### src/rtl/count_burst_ctrl_if.sv
// count_burst_ctrl_if
//   Control and status bundle between the ui_in control pins and the burst
//   sequencer that drives the counter enable.
//   master : drives start/len/pause/abort, observes the status outputs.
//   slave  : the sequencer itself.
//   Signals: start (burst request), len (increment count), pause, abort,
//            cnt_en (counter increment enable), busy, done (one-cycle pulse),
//            remaining (increments still to issue), state (IDLE=0 RUN=1 DONE=2).
interface count_burst_ctrl_if #(
    parameter int CNT_W = 4
);
    logic             start;
    logic [CNT_W-1:0] len;
    logic             pause;
    logic             abort;
    logic             cnt_en;
    logic             busy;
    logic             done;
    logic [CNT_W-1:0] remaining;
    logic [1:0]       state;

    modport master (
        output start, len, pause, abort,
        input  cnt_en, busy, done, remaining, state
    );

    modport slave (
        input  start, len, pause, abort,
        output cnt_en, busy, done, remaining, state
    );
endinterface

### src/rtl/count_burst_ctrl.sv
// count_burst_ctrl
//   Burst sequencer owning the enable of the shared up-counter. A start
//   request issues exactly len single-cycle increment enables, one every DIV
//   clock cycles, with pause (hold) and abort (cancel, no done pulse).
//   Ports:
//     clk   - single clock, rising edge
//     rst_n - synchronous reset, active HIGH despite its name
//     bus   - count_burst_ctrl_if.slave (start, len, pause, abort in;
//             cnt_en, busy, done, remaining, state out)
//   Parameters: CNT_W (len/remaining width), DIV (cycles per enable, 1..255),
//               PRE_W (prescaler width, 2^PRE_W > DIV-1).
//   Optional feature macro: CTRL_AUTO_RELOAD_EN -- when defined, a start held
//   high at the final enable of a burst reloads len and keeps running.
module count_burst_ctrl #(
    parameter int CNT_W = 4,
    parameter int DIV   = 1,
    parameter int PRE_W = 8
) (
    input logic                clk,
    input logic                rst_n,
    count_burst_ctrl_if.slave  bus
);

    typedef enum logic [1:0] {
        IDLE = 2'd0,
        RUN  = 2'd1,
        DONE = 2'd2
    } state_t;

    state_t           state_q;
    logic [CNT_W-1:0] remaining_q;
    logic [PRE_W-1:0] pre_q;

    logic pre_last;
    logic cnt_en_w;
    logic last_en;
    logic reload;

    assign pre_last = (pre_q == PRE_W'(DIV - 1));
    assign cnt_en_w = (state_q == RUN) & ~bus.pause & ~bus.abort & pre_last;
    assign last_en  = cnt_en_w & (remaining_q == CNT_W'(1));

`ifdef CTRL_AUTO_RELOAD_EN
    // A fresh request present at the final enable chains a new burst.
    assign reload = last_en & bus.start & (bus.len != '0);
`else
    assign reload = 1'b0;
`endif

    assign bus.cnt_en    = cnt_en_w;
    assign bus.busy      = (state_q != IDLE);
    assign bus.done      = (state_q == DONE) | reload;
    assign bus.remaining = remaining_q;
    assign bus.state     = state_q;

    // NOTE: all state below uses non-blocking assignments so every register
    // samples the pre-edge values of its neighbours.
    always_ff @(posedge clk) begin
        if (rst_n) begin
            state_q     <= IDLE;
            remaining_q <= '0;
            pre_q       <= '0;
        end else begin
            case (state_q)
                IDLE: begin
                    if (bus.start && !bus.abort) begin
                        if (bus.len != '0) begin
                            remaining_q <= bus.len;
                            pre_q       <= '0;
                            state_q     <= RUN;
                        end else begin
                            state_q <= DONE;
                        end
                    end
                end
                RUN: begin
                    if (bus.abort) begin
                        remaining_q <= '0;
                        pre_q       <= '0;
                        state_q     <= IDLE;
                    end else if (bus.pause) begin
                        // hold everything
                    end else if (cnt_en_w) begin
                        pre_q <= '0;
                        if (reload) begin
                            remaining_q <= bus.len;
                        end else begin
                            remaining_q <= remaining_q - CNT_W'(1);
                            if (last_en) begin
                                state_q <= DONE;
                            end
                        end
                    end else begin
                        pre_q <= pre_q + PRE_W'(1);
                    end
                end
                DONE: begin
                    // abort is ignored here: completion is already committed
                    state_q <= IDLE;
                end
                default: begin
                    // unused encoding recovers to a clean IDLE
                    state_q     <= IDLE;
                    remaining_q <= '0;
                    pre_q       <= '0;
                end
            endcase
        end
    end

endmodule
### src/flat_wrapper.sv
// flat-port wrapper written by rule: the top's interface ports become plain ports
module count_burst_ctrl_flat 
#(
    parameter int CNT_W = 4,
    parameter int DIV   = 1,
    parameter int PRE_W = 8
)
  (clk, rst_n, bus_start, bus_len, bus_pause, bus_abort, bus_cnt_en, bus_busy, bus_done, bus_remaining, bus_state);
  count_burst_ctrl_if #(.CNT_W(CNT_W)) bus_i ();
  input logic clk;
  input logic rst_n;
  input wire logic [$bits(bus_i.start)-1:0] bus_start;
  input wire logic [$bits(bus_i.len)-1:0] bus_len;
  input wire logic [$bits(bus_i.pause)-1:0] bus_pause;
  input wire logic [$bits(bus_i.abort)-1:0] bus_abort;
  output wire logic [$bits(bus_i.cnt_en)-1:0] bus_cnt_en;
  output wire logic [$bits(bus_i.busy)-1:0] bus_busy;
  output wire logic [$bits(bus_i.done)-1:0] bus_done;
  output wire logic [$bits(bus_i.remaining)-1:0] bus_remaining;
  output wire logic [$bits(bus_i.state)-1:0] bus_state;
  assign bus_i.start = bus_start;
  assign bus_i.len = bus_len;
  assign bus_i.pause = bus_pause;
  assign bus_i.abort = bus_abort;
  assign bus_cnt_en = bus_i.cnt_en;
  assign bus_busy = bus_i.busy;
  assign bus_done = bus_i.done;
  assign bus_remaining = bus_i.remaining;
  assign bus_state = bus_i.state;
  count_burst_ctrl #(.CNT_W(CNT_W), .DIV(DIV), .PRE_W(PRE_W)) u_core (.clk(clk), .rst_n(rst_n), .bus(bus_i));
endmodule
### config.mk
export PLATFORM = sky130hd
export DESIGN_NAME = count_burst_ctrl_flat
export DESIGN_NICKNAME = d
export VERILOG_FILES = /design/src/rtl/count_burst_ctrl_if.sv /design/src/rtl/count_burst_ctrl.sv /design/src/flat_wrapper.sv
export SDC_FILE = /design/constraint.sdc
export NUM_CORES = 1
export LEC_CHECK = 0
export CORE_ASPECT_RATIO = 1.1
export CORE_MARGIN = 1.5
export CORE_UTILIZATION = 39
export CTS_CLUSTER_DIAMETER = 50
export DETAILED_ROUTE_END_ITERATION = 8
export PLACE_DENSITY = 0.68
export SLEW_MARGIN = 10
export SYNTH_ARGS = -nofsm -noshare
export SYNTH_HDL_FRONTEND = slang
export SYNTH_SLANG_ARGS = --single-unit
export TNS_END_PERCENT = 1
### constraint.sdc
create_clock -name clk -period 4.2 [get_ports clk]
set_clock_uncertainty 0.15 [all_clocks]
set_input_delay 0.63 -clock clk [delete_from_list [all_inputs] [get_ports clk]]
set_output_delay 0.63 -clock clk [all_outputs]
set_load 0.02 [all_outputs]
==> results of run 1 <==
[metal layers]
layer	vias to the layer above	global-route usage, %	wire [µm]
met5	-	0	0
met4	0	4.51	25
met3	4	1.86	63
met2	14	24.9	998
met1	393	25.8	1100
li1	456	-	-
[cell type report]
type	instances	area, µm²
fill	241	1260
multi-input combinational	84	648
sequential	14	280
timing repair buffer	17	170
inverter	11	41.3
tap	31	38.8
clock buffer	4	36.3
[flip-flops by register name (all words and copies together) (netlist names)]
name	cells
u_core.pre_q	8
u_core.bus.remaining	4
u_core.bus.state	2
[critical path, stage by stage]
cell             delay (ns)
clkdlybuf4s50_1        0.48
nor4b_4                0.30
and3_1                 0.21
clkdlybuf4s50_1        0.60
[power breakdown]
group | total (W) | internal, W | switching (W)
Combinational | 0.0000757 | 0.0000375 | 0.0000382
Clock | 0.0000969 | 0.0000527 | 0.0000442
Sequential | 0.000145 | 0.000137 | 0.00000826
[synth_stat cells (2+ instances only)]
cell,n,share of area [%]
nand3_1,2,0.99
o31ai_1,4,3.0
nand2_1,5,1.9
dfxtp_1,14,28
nand2b_1,5,3.1
o21ai_1,4,2.0
or2_2,3,1.9
o32ai_1,3,2.6
ha_1,4,5.0
or4_1,5,3.7
inv_1,11,4.1
a21oi_1,12,6.0
buf_6,2,2.2
mux2i_1,2,2.0
nor2_1,4,1.5
or3_1,4,2.5
o21ai_0,2,0.99
nor3b_1,2,1.5
[logic make-up after synthesis]
| logic type | share of synthesized area [%] |
|---|---|
| AOI/OAI and AO/OA | 26.2 |
| xor gates and xnor gates | 0.869 |
| adders and majority gates | 4.96 |
| buffers and inverters | 7.94 |
| DFF | 27.8 |
| muxes | 1.99 |
| and+or+nand+nor | 30.3 |
[metrics by stage]
stage	hold slack, ns	utilization, %	area (µm²)	total power, W
CTS	0.346	49.1	1210	0.000321
finish	0.346	49.1	1210	0.000318
floorplan	0.312	-	1010	0.000199
global placement	0.326	47.7	1180	0.000223
global route	0.392	49.1	1210	0.000337
detailed placement	0.334	47.7	1180	0.000224
[how the worst max path moves through the flow]
stage	start	endpoint	slack (ns)	cells past startpoint
after floorplan	bus_len[2]	u_core.pre_q[2]	2.09	5
after global placement	bus_pause	bus_cnt_en	1.19	4
after detailed placement	bus_pause	bus_cnt_en	1.19	4
after CTS	bus_pause	bus_cnt_en	1.18	4
after global routing	bus_abort	bus_cnt_en	1.07	4
final	bus_pause	bus_cnt_en	1.19	4
==> flow_metrics.tcl, run 1 <==
set metrics [dict create \
    power_density_mw_per_mm2 262 \
    rsz0062_at_grt "no" \
    required_ns 3.42 \
    placed_cells 157 \
    drt_iter0_drc 12 \
    place_ws_ns 1.19 \
    reg2regPathDepth 4 \
    die_w_um 51.5 \
    hold_viol_final 0 \
    drive_gt1_share_pct 13.8 \
    maxCapViolCount 0 \
    hold_depth 2 \
    holdCritStartpoint "u_core.pre_q[1]" \
    cts_tree "yes" \
    min_to "u_core.pre_q[1]" \
    hold_class "reg -> reg" \
    crit_fanout 3 \
    slew_violations 0 \
    globalRouteOverflowTotal 0 \
    die_h_um 56.3 \
    drtAntennaViolNets 0 \
    critPathLaunchType "primary input" \
    post-route-min-period_ns 3.01 \
    cts_hold_buf 0 \
    final_common_cell "clkdlybuf4s50_1" \
    numCtsBuffers 3 \
    start_util_pct 40.8 \
    io_buffers 17 \
    cp.arrival_ns 2.23 \
    syn_area_mm2 0.00101 \
    gp_congestion 0.834 \
    rows 19 \
    fin_tns_setup_ns 0 \
    drtPass1Iterations 4 \
    setup_slack_ns 1.19 \
    period_share_pct 71.7 \
    grt_max_degree 19 \
    clkTransAtPathRegs_ns 0.08 \
    avgSynthCellArea_um2 8.85 \
    postCtsSetupBuffers 0 \
    grt_pass1_wl_um 3860 \
    coreArea_mm2 0.00247 \
    outcome "finished, final reports clean" \
    io_pins 18 \
    cts.repair.resized 0 \
    reg2reg_slack_ns 1.97 \
    yosysSeqAreaShare_pct 27.8 \
    synth_fp_nets 127 \
    cts.path.max_buffers 2 \
    via_per_inst 5.39 \
    synth_cell_types 44 \
    vias 867 \
    clock.fmax_mhz 332 \
    clk_latency_ns 0.28 \
    synth_warnings 0 \
    wl_um 2190 \
    grt_usage_pct 16.9 \
    root_buffer "clkbuf_4" \
    numClockSinks 14 \
    setup_violations 0 \
    relSlewSlack_pct 63.2 \
    grt_pass1_vias 818 \
    layout_common_cells "clkdlybuf4s50_1 (17), dfxtp_1 (14), a21oi_1 (12), inv_1 (11)" \
    dieArea_mm2 0.00290 \
    synth-edff-count 0 \
    synthFlopType "dfxtp_1" \
    setup.worst_path.class "in -> out" \
    reg2reg_to "u_core.pre_q[0]" \
    diodes 0 \
    peakVddDrop_v 0.000163 \
    syn_inst 114 \
    ys_seq_elements 14 \
    drc 0 \
    h-tree-depth 1 \
    wl_per_cell_um 13.6 \
    crit_path_end_kind "primary output" \
    nNetsFinal 144 \
    tightest_slew_ns 0.550 \
    rr_startpoint "u_core.bus.state[0]" \
    power_leakage_nw 0.405 \
    place_hpwl_um 1610 \
    antenna_found_initial 0 \
    syn_to_final_growth_pct 20.5 \
    layout.cells.non_filler 161 \
    async_flop_share_pct 0 \
]
Note: power is estimated with default switching activity, not from simulation.
==> inputs of run 2 (changes only) <==
==> constraint.sdc (replaced) <==
create_clock -name clk -period 3 [get_ports clk]
set_clock_uncertainty 0.15 [all_clocks]
set_input_delay 0.45 -clock clk [delete_from_list [all_inputs] [get_ports clk]]
set_output_delay 0.45 -clock clk [all_outputs]
set_load 0.02 [all_outputs]
==> flow_metrics.tcl, run 2 (synthesis results as in run 1) <==
set metrics [dict create \
    outcome "finished, final reports clean" \
    gp_congestion 0.811 \
    critPathSlowestCell "clkdlybuf4s50_1" \
    dr_wl_met2_um 1150 \
    cts_tree "yes" \
    setup_violations 0 \
    relSlewSlack_pct 60.3 \
    grt_max_degree 19 \
    num-fill-cells 242 \
    final_cell_area_mm2 0.00121 \
    numClockSinks 14 \
    reg2reg_slack_ns 0.75 \
    diodes 0 \
    fin_tns_setup_ns 0 \
    die_w_um 51.5 \
    drive_gt1_share_pct 13.8 \
    rsz0062_at_grt "no" \
    placed_area_mm2 0.00118 \
    largest-register "u_core.pre_q" \
    clkPwrFrac_pct 31.0 \
    seqPwrFrac_pct 45.1 \
    dieArea_mm2 0.00290 \
    clock.fmax_mhz 375 \
    wl_um 2290 \
    place_hpwl_um 1670 \
    io_buffers 17 \
    crit_fanout 3 \
    die_h_um 56.3 \
    critPathLaunchType "primary input" \
    nNetsFinal 144 \
    tightest_slew_ns 0.593 \
    reg2reg_to "u_core.pre_q[0]" \
    grt_pass1_wl_um 3940 \
    coreArea_mm2 0.00247 \
    setup.worst_path.class "in -> out" \
    crit_top_cell "clkdlybuf4s50_1" \
    period_share_pct 88.8 \
    drc 0 \
    final_common_cell "clkdlybuf4s50_1" \
    drtPass1Iterations 4 \
    root_buffer "clkbuf_4" \
    cts.repair.resized 0 \
    swShare_pct 29.2 \
    globalRouteOverflowTotal 0 \
    antenna_found_initial 0 \
    wirelength_met1_um 1040 \
    clk_latency_ns 0.28 \
    crit_path_end_kind "primary output" \
    peakVddDrop_v 0.000268 \
    syn_to_final_growth_pct 20.5 \
    rr_startpoint "u_core.bus.state[0]" \
    total_power_w 0.000450 \
    io_pins 18 \
    reg2regPathDepth 4 \
    via_per_inst 5.61 \
    switching_power_w 0.000131 \
    hold_viol_final 0 \
    required_ns 2.40 \
    crit_chain "clkdlybuf4s50_1 -> nor4b_4 -> and3_1 -> clkdlybuf4s50_1" \
    clkTransAtPathRegs_ns 0.09 \
    top_layer_used "met4" \
    rows 19 \
    grt_pass1_vias 883 \
    numCtsBuffers 3 \
    internal_power_w 0.000318 \
    h-tree-depth 1 \
    wl_met3_um 65 \
    p_comb_share_pct 23.9 \
    cts.path.max_buffers 2 \
    wl_per_cell_um 14.2 \
    largest_register_ffs 8 \
    maxCapViolCount 0 \
    drtAntennaViolNets 0 \
    cts_hold_buf 0 \
    min_to "u_core.pre_q[1]" \
    postCtsSetupBuffers 0 \
    whs_ns 0.350 \
    start_util_pct 40.8 \
    cp.arrival_ns 2.06 \
    power_density_mw_per_mm2 370 \
    layout_common_cells "clkdlybuf4s50_1 (17), dfxtp_1 (14), a21oi_1 (12), inv_1 (11)" \
    grt_usage_pct 17.8 \
    hold_depth 2 \
    power_leakage_nw 0.405 \
    slowest_delay_ns 0.60 \
    slew_violations 0 \
    utilization_pct 49.1 \
    hold_class "reg -> reg" \
    holdCritStartpoint "u_core.pre_q[1]" \
    vias 903 \
    post-route-min-period_ns 2.66 \
    drt_iter0_drc 16 \
]
run 2: worst max-delay path, delay by kind of cell:
family	cells	cell delay [ns]
buffers and inverters	2	1.08
AND/OR/NAND/NOR	2	0.53
run 2: per-layer routing:
layer | vias to the layer above | track usage [%]
met3 | 4 | 3.19
met2 | 14 | 30.6
met1 | 429 | 21.6
met5 | - | 0
li1 | 456 | -
met4 | 0 | 6.77
run 2: area by class of cell:
| class | count | area [µm²] | area share [%] |
|---|---|---|---|
| Multi-Input combinational cell | 84 | 648 | 53.3 |
| Sequential cell | 14 | 280 | 23.1 |
| Timing Repair Buffer | 17 | 170 | 14.0 |
| Inverter | 11 | 41.3 | 3.40 |
| Tap cell | 31 | 38.8 | 3.19 |
| Clock buffer | 4 | 36.3 | 2.99 |
run 2: how the worst max path moves through the flow:
stage | from | end | slack [ns] | cells past startpoint
floorplan | bus_len[2] | u_core.pre_q[2] | 1.07 | 5
global route | bus_abort | bus_cnt_en | 0.26 | 4
finish | bus_pause | bus_cnt_en | 0.34 | 4
CTS | bus_pause | bus_cnt_en | 0.33 | 4
global placement | bus_abort | bus_cnt_en | 0.33 | 4
detailed placement | bus_pause | bus_cnt_en | 0.34 | 4
run 2: power by group through the flow:
stage	registers [W]	clock network, W	logic (W)
floorplan	0.000209	0	0.0000696
global placement	0.000207	0	0.000104
detailed placement	0.000207	0	0.000108
CTS	0.000203	0.000141	0.000108
global route	0.000205	0.000153	0.000118
finish	0.000203	0.000139	0.000107
run 2: through the flow:
stage	instances	setup WS, ns
floorplan	114	1.07
global placement	157	0.335
detailed placement	157	0.337
CTS	161	0.327
global route	161	0.265
finish	161	0.335
